<file path="config.mk">
export PLATFORM = sky130hd
export DESIGN_NAME = pc_lut_prog_flat
export DESIGN_NICKNAME = d
export VERILOG_FILES = /design/src/rtl/pc_lut_prog_if.sv /design/src/rtl/pc_lut_prog.sv /design/src/flat_wrapper.sv
export SDC_FILE = /design/constraint.sdc
export NUM_CORES = 2
export LEC_CHECK = 0
export CAP_MARGIN = 20
export CORE_ASPECT_RATIO = 0.75
export CORE_MARGIN = 1.5
export CORE_UTILIZATION = 41
export CTS_CLUSTER_DIAMETER = 40
export DETAILED_ROUTE_END_ITERATION = 10
export PLACE_DENSITY = 0.66
export SLEW_MARGIN = 20
export SYNTH_ARGS = -nofsm -noshare
export SYNTH_HDL_FRONTEND = slang
export SYNTH_SLANG_ARGS = --single-unit
</file>
<file path="constraint.sdc">
create_clock -name clk -period 21.3 [get_ports clk]
set_input_delay 2.13 -clock clk [delete_from_list [all_inputs] [get_ports clk]]
set_output_delay 2.13 -clock clk [all_outputs]
set_load 0.1 [all_outputs]
</file>
<file path="src/rtl/pc_lut_prog_if.sv">
// Bus bundle for the programmable branch-target table: lookup request/response,
// loader write port, invalidate pulse and busy status.
interface pc_lut_prog_if #(
  parameter int TAG_W  = 8,
  parameter int ADDR_W = 12
);
  logic              inv_all;
  logic              lk_valid;
  logic [TAG_W-1:0]  lk_tag;
  logic              lk_ready;
  logic              rsp_valid;
  logic [ADDR_W-1:0] rsp_target;
  logic              rsp_hit;
  logic              wr_en;
  logic [TAG_W-1:0]  wr_tag;
  logic [ADDR_W-1:0] wr_target;
  logic              wr_ready;
  logic              busy;

  modport master (
    output inv_all, lk_valid, lk_tag, wr_en, wr_tag, wr_target,
    input  lk_ready, rsp_valid, rsp_target, rsp_hit, wr_ready, busy
  );

  modport slave (
    input  inv_all, lk_valid, lk_tag, wr_en, wr_tag, wr_target,
    output lk_ready, rsp_valid, rsp_target, rsp_hit, wr_ready, busy
  );
endinterface

</file>
<file path="src/rtl/pc_lut_prog.sv">
// Programmable branch-target table. Decode presents a tag, the block answers one
// cycle later with the stored target and a hit flag. Entries are loaded at runtime
// through the write port; reset and inv_all clear every valid bit by sweeping the
// table one entry per cycle, during which the block refuses traffic.
module pc_lut_prog #(
  parameter int                TAG_W          = 8,
  parameter int                ADDR_W         = 12,
  parameter int                DEPTH          = 256,
  parameter logic [ADDR_W-1:0] DEFAULT_TARGET = '0
) (
  input  logic         clk,
  input  logic         reset,
  pc_lut_prog_if.slave bus
);

  // Storage is rounded up to a power of two so the index is a plain tag slice;
  // entries at or above DEPTH are never written and never read.
  localparam int                IDX_W   = (DEPTH > 1) ? $clog2(DEPTH) : 1;
  localparam int                TBL_N   = 2 ** IDX_W;
  localparam logic [TAG_W:0]    DEPTH_X = (TAG_W + 1)'(DEPTH);
  localparam logic [IDX_W-1:0]  LAST    = IDX_W'(DEPTH - 1);

  typedef enum logic {CLEAR, RUN} state_t;

  state_t            state, state_nxt;
  logic [IDX_W-1:0]  ctr, ctr_nxt;

  logic [ADDR_W-1:0] tbl [TBL_N];
  logic [TBL_N-1:0]  vld;

  logic              lk_acc, wr_acc, lk_in, wr_in, bypass;
  logic [IDX_W-1:0]  lk_idx, wr_idx;

  logic              rsp_vld_p1;
  logic [ADDR_W-1:0] rsp_target_p1;
  logic              rsp_hit_p1;

  assign bus.lk_ready = (state == RUN) & ~bus.inv_all;
  assign bus.wr_ready = (state == RUN) & ~bus.inv_all;
  assign bus.busy     = (state == CLEAR);

  assign lk_acc = bus.lk_valid & bus.lk_ready;
  assign wr_acc = bus.wr_en & bus.wr_ready;
  assign lk_in  = ({1'b0, bus.lk_tag} < DEPTH_X);
  assign wr_in  = ({1'b0, bus.wr_tag} < DEPTH_X);
  assign lk_idx = bus.lk_tag[IDX_W-1:0];
  assign wr_idx = bus.wr_tag[IDX_W-1:0];
  // A write landing on the same edge as a lookup of the same tag is forwarded.
  assign bypass = wr_acc & wr_in & (bus.wr_tag == bus.lk_tag);

  // State and sweep-counter register.
  always_ff @(posedge clk) begin
    if (reset) begin
      state <= CLEAR;
      ctr   <= '0;
    end else begin
      state <= state_nxt;
      ctr   <= ctr_nxt;
    end
  end

  // Next state: sweep DEPTH entries in CLEAR, inv_all restarts the sweep from 0.
  always_comb begin
    state_nxt = state;
    ctr_nxt   = ctr;
    case (state)
      CLEAR: begin
        if (bus.inv_all) begin
          ctr_nxt = '0;
        end else if (ctr == LAST) begin
          state_nxt = RUN;
          ctr_nxt   = '0;
        end else begin
          ctr_nxt = ctr + IDX_W'(1);
        end
      end
      RUN: begin
        if (bus.inv_all) begin
          state_nxt = CLEAR;
          ctr_nxt   = '0;
        end
      end
      default: begin
        state_nxt = CLEAR;
        ctr_nxt   = '0;
      end
    endcase
  end

  // Valid bits: cleared one per cycle by the sweep, set by accepted in-range writes.
  always_ff @(posedge clk) begin
    if (state == CLEAR) begin
      vld[ctr] <= 1'b0;
    end else if (wr_acc && wr_in) begin
      vld[wr_idx] <= 1'b1;
    end
  end

  // Target storage: written on accepted in-range writes only.
  always_ff @(posedge clk) begin
    if (wr_acc && wr_in) begin
      tbl[wr_idx] <= bus.wr_target;
    end
  end

  // ---- stage p1: registered lookup response ----
  always_ff @(posedge clk) begin
    if (reset) begin
      rsp_vld_p1    <= 1'b0;
      rsp_target_p1 <= DEFAULT_TARGET;
      rsp_hit_p1    <= 1'b0;
    end else begin
      rsp_vld_p1 <= lk_acc;
      if (lk_acc) begin
        if (bypass) begin
          rsp_target_p1 <= bus.wr_target;
          rsp_hit_p1    <= 1'b1;
        end else if (lk_in && vld[lk_idx]) begin
          rsp_target_p1 <= tbl[lk_idx];
          rsp_hit_p1    <= 1'b1;
        end else begin
          rsp_target_p1 <= DEFAULT_TARGET;
          rsp_hit_p1    <= 1'b0;
        end
      end
    end
  end

  assign bus.rsp_valid  = rsp_vld_p1;
  assign bus.rsp_target = rsp_target_p1;
  assign bus.rsp_hit    = rsp_hit_p1;

endmodule
</file>
<file path="src/flat_wrapper.sv">
// flat-port wrapper written by rule: the top's interface ports become plain ports
module pc_lut_prog_flat 
#(
  parameter int                TAG_W          = 8,
  parameter int                ADDR_W         = 12,
  parameter int                DEPTH          = 256,
  parameter logic [ADDR_W-1:0] DEFAULT_TARGET = '0
)
  (clk, reset, bus_inv_all, bus_lk_valid, bus_lk_tag, bus_wr_en, bus_wr_tag, bus_wr_target, bus_lk_ready, bus_rsp_valid, bus_rsp_target, bus_rsp_hit, bus_wr_ready, bus_busy);
  pc_lut_prog_if #(.TAG_W(TAG_W), .ADDR_W(ADDR_W)) bus_i ();
  input  logic clk;
  input  logic reset;
  input wire logic [$bits(bus_i.inv_all)-1:0] bus_inv_all;
  input wire logic [$bits(bus_i.lk_valid)-1:0] bus_lk_valid;
  input wire logic [$bits(bus_i.lk_tag)-1:0] bus_lk_tag;
  input wire logic [$bits(bus_i.wr_en)-1:0] bus_wr_en;
  input wire logic [$bits(bus_i.wr_tag)-1:0] bus_wr_tag;
  input wire logic [$bits(bus_i.wr_target)-1:0] bus_wr_target;
  output wire logic [$bits(bus_i.lk_ready)-1:0] bus_lk_ready;
  output wire logic [$bits(bus_i.rsp_valid)-1:0] bus_rsp_valid;
  output wire logic [$bits(bus_i.rsp_target)-1:0] bus_rsp_target;
  output wire logic [$bits(bus_i.rsp_hit)-1:0] bus_rsp_hit;
  output wire logic [$bits(bus_i.wr_ready)-1:0] bus_wr_ready;
  output wire logic [$bits(bus_i.busy)-1:0] bus_busy;
  assign bus_i.inv_all = bus_inv_all;
  assign bus_i.lk_valid = bus_lk_valid;
  assign bus_i.lk_tag = bus_lk_tag;
  assign bus_i.wr_en = bus_wr_en;
  assign bus_i.wr_tag = bus_wr_tag;
  assign bus_i.wr_target = bus_wr_target;
  assign bus_lk_ready = bus_i.lk_ready;
  assign bus_rsp_valid = bus_i.rsp_valid;
  assign bus_rsp_target = bus_i.rsp_target;
  assign bus_rsp_hit = bus_i.rsp_hit;
  assign bus_wr_ready = bus_i.wr_ready;
  assign bus_busy = bus_i.busy;
  pc_lut_prog #(.TAG_W(TAG_W), .ADDR_W(ADDR_W), .DEPTH(DEPTH), .DEFAULT_TARGET(DEFAULT_TARGET)) u_core (.clk(clk), .reset(reset), .bus(bus_i));
endmodule
</file>
==> metrics.csv <==
metric,value,unit
Post-DP Area,139200,µm²
# DRC,0,
initial antenna violation count,18,
core area,323800,µm²
CP required,22100,ps
global-route wire length before repair,528200,µm
count of flip-flops with a built-in enable after synthesis,3328,
Resized cells post-CTS,0,
Synth top area share,74.98,%
Yosys reg bits,3351,
DR pass1 iterations,8,
routed wire length,374900,µm
Final setup viols,0,
crit share post-route,33.62,%
fraction of layout cells with a size suffix above 1,23.82,%
cts bufs inserted,354,
"Design Area, Final",151100,µm²
slew of the pin with the lowest slew margin,1275,ps
Mapped Cells,6730,
"Seq/Total Area, Yosys",75.33,%
DRT antenna net count,0,
family with the most delay on the worst path,buffers and inverters,
Row Count,181,
Max Root-Sink Buffers,4,
worst vdd ir,73.01,µV
Post-Synthesis Mean Instance Area,19.80,µm²
largest net degree at the start of global routing,185,
crit path cell chain,buf_16 > buf_4 > buf_4 > buf_4 > buf_4 > mux4_1 > mux4_2 > nand2_1 > nand3_1 > nand3_1 > nor3_1 > a31o_1,
NetSw,3.094,mW
Setup Total Neg Slack,0,ps
final hold violations,0,
Post-synth top cells,"edfxtp_1, mux4_2, o21ai_0",
CP max stage cell,buf_4,
Post-Syn Area,133300,µm²
CTS hold repair buffers,0,
"Distinct cells, synth",74,
"Clk Latency, worst-skew pair",940,ps
Chip Height,496.8,µm
number of global-route vias before repair,69670,
Routability Congestion,0.8691,
I/O pin total,50,
Worst Skew,38.35,ps
cell leakage power,46.45,nW
Int Power,11.01,mW
DR iter-0 viols,11370,
main area contributors after synthesis,"edfxtp_1, mux4_2, mux2i_1, o21ai_0, nor2_1",
starting density of the core,41.16,%
fmax,139.6,MHz
CTS Sinks,3351,
Main synth FF type,edfxtp_1,
Clk network pwr share,44.1,%
Gate power share,4.5,%
met2 Resource Use GR,32.93,%
Ys Warns,0,
post-synth top area cell,edfxtp_1,
"Slew Viols, Final",0,
RSZ-0062 raised after global routing,no,
crit path launch type,input pin,
HP Class,register to register,
area grow syn2layout,13.35,%
Vias/cell,6.206,
Max-Cap Viols,0,
full die area,328500,µm²
GR peak layer,met2,
routed wire length per instance,32.24,µm
nets@finish,7065,
Cell Pwr Density,93.37,nW/µm²
critical path's most frequent cell,buf_4,
HPWL after detailed placement,222300,µm
fraction of registers with async set/reset,0,%
"count leader, synth",edfxtp_1,
vias post-DR,72160,
Overflow after GRT,0,
CTS tree,built,
Finished Layout Cells,11630,
"Clk pin slew, worst setup/hold paths",70,ps
CP arrival,7960,ps
kind of critical path,input pin to register,
CTS H-Tree Depth,5,
root buf cell,clkbuf_16,
met1 Use GR,32.43,%
Die W,661.4,µm
switching part of the total power,21.94,%
Max transition margin,14.97,%
Max stage delay on crit path,870,ps
crit-path max FO,74,
minimum clock period,7161,ps
Hold WS,556.5,ps
endpoint type of the worst setup path,register,
status,"finished, final reports clean",
CP bufs+invs,5,
Seq pwr share,51.4,%
dpl cells,10970,
Post-CTS Setup Bufs,0,
total track usage,22.47,%
port bufs,49,
met3 GRT Util,6.648,%
Post-Syn Nets,6767,
## final timing paths
kind / startpoint / endpoint / slack, ps / cells after the start
setup / recovery: bus_lk_tag[0] / u_core.bus.rsp_target[1]$_SDFFE_PP0P_ / 14140 / 12
hold / removal: u_core.ctr[3]$_SDFFE_PP0N_ / u_core.ctr[3]$_SDFFE_PP0N_ / 560 / 2
setup reg to reg: u_core.state$_SDFF_PP0_ / u_core.vld[137]$_DFFE_PP_ / 16900 / 7
hold reg to reg: u_core.ctr[3]$_SDFFE_PP0N_ / u_core.ctr[3]$_SDFFE_PP0N_ / 560 / 2
## metal layers
metal / part of all wire (%) / wire length, µm
met5: 0.020 / 74
met4: 3.3 / 12520
met3: 13 / 48950
met2: 44 / 165000
met1: 40 / 148300
## worst reg2reg max path: stages (launching register included)
cell and delay (ps):
dfxtp_1 630, inv_1 220, nor2_1 220, buf_4 320
nand2_1 250, nand2_4 590, buf_4 910, buf_4 850
## registers in the layout (all words and copies together) (netlist names)
register               count
u_core.tbl              3072
u_core.bus.rsp_target     12
u_core.ctr                 8
u_core.bus.rsp_hit         1
u_core.bus.rsp_valid       1
u_core.state               1
u_core.vld               256
## logic make-up after synthesis
family / share of synthesized area (%)
compound gates: 5.203
mux: 14.66
simple gates: 2.515
flops: 75.33
buf+inv: 2.184
xor+xnor: 0.07228
fa+ha+maj: 0.03755
## layout by cell type, fill, tap and decap left out, types with 11 or more instances in the layout
cell type / instances
nor2b_1: 34
clkinv_1: 48
buf_4: 318
a22o_1: 23
nor2_2: 85
mux4_1: 48
o221ai_1: 82
a21oi_1: 113
a221oi_1: 38
a31oi_1: 20
nor3_1: 30
o22a_1: 13
inv_6: 37
mux2_2: 17
nand2_1: 183
o211ai_1: 11
dfxtp_1: 23
clkinv_2: 42
clkinv_4: 24
edfxtp_1: 3328
o21ai_0: 521
nor2_1: 264
clkbuf_1: 40
bufinv_16: 33
mux4_2: 677
o22ai_1: 88
clkinvlp_4: 40
diode_2: 13
a22oi_1: 113
nand3_1: 83
mux2i_1: 283
clkbuf_16: 363
clkdlybuf4s50_1: 31
a211oi_1: 16
## power groups by stage
stage	Combinational (mW)	Sequential, mW	Clock [mW]
after global placement	0.616	7.39	0
after global routing	0.664	7.24	6.53
final	0.640	7.25	6.22
after detailed placement	0.629	7.39	0
after floorplan	0.348	7.39	0
after CTS	0.630	7.25	6.27
## stage by stage
step                      setup WS, ps  power [mW]  util [%]
after floorplan                  11100       7.733         -
after global placement           13020       8.003     42.92
after detailed placement         13030       8.016     42.99
after CTS                        13990       14.15     46.60
after global routing             13690       14.44     46.64
final                            14140       14.11     46.65
## final cells by class
cell class / instances / area, µm²
multi-input combinational: 2927 / 30370
timing repair buffer: 381 / 3154
clock inverter: 237 / 2427
antenna: 13 / 32.53
sequential: 3351 / 100400
clock buffer: 405 / 9261
fill: 26580 / 172800
inverter: 13 / 53.80
tap: 4300 / 5380
Power figures use the tool's default switching activity.
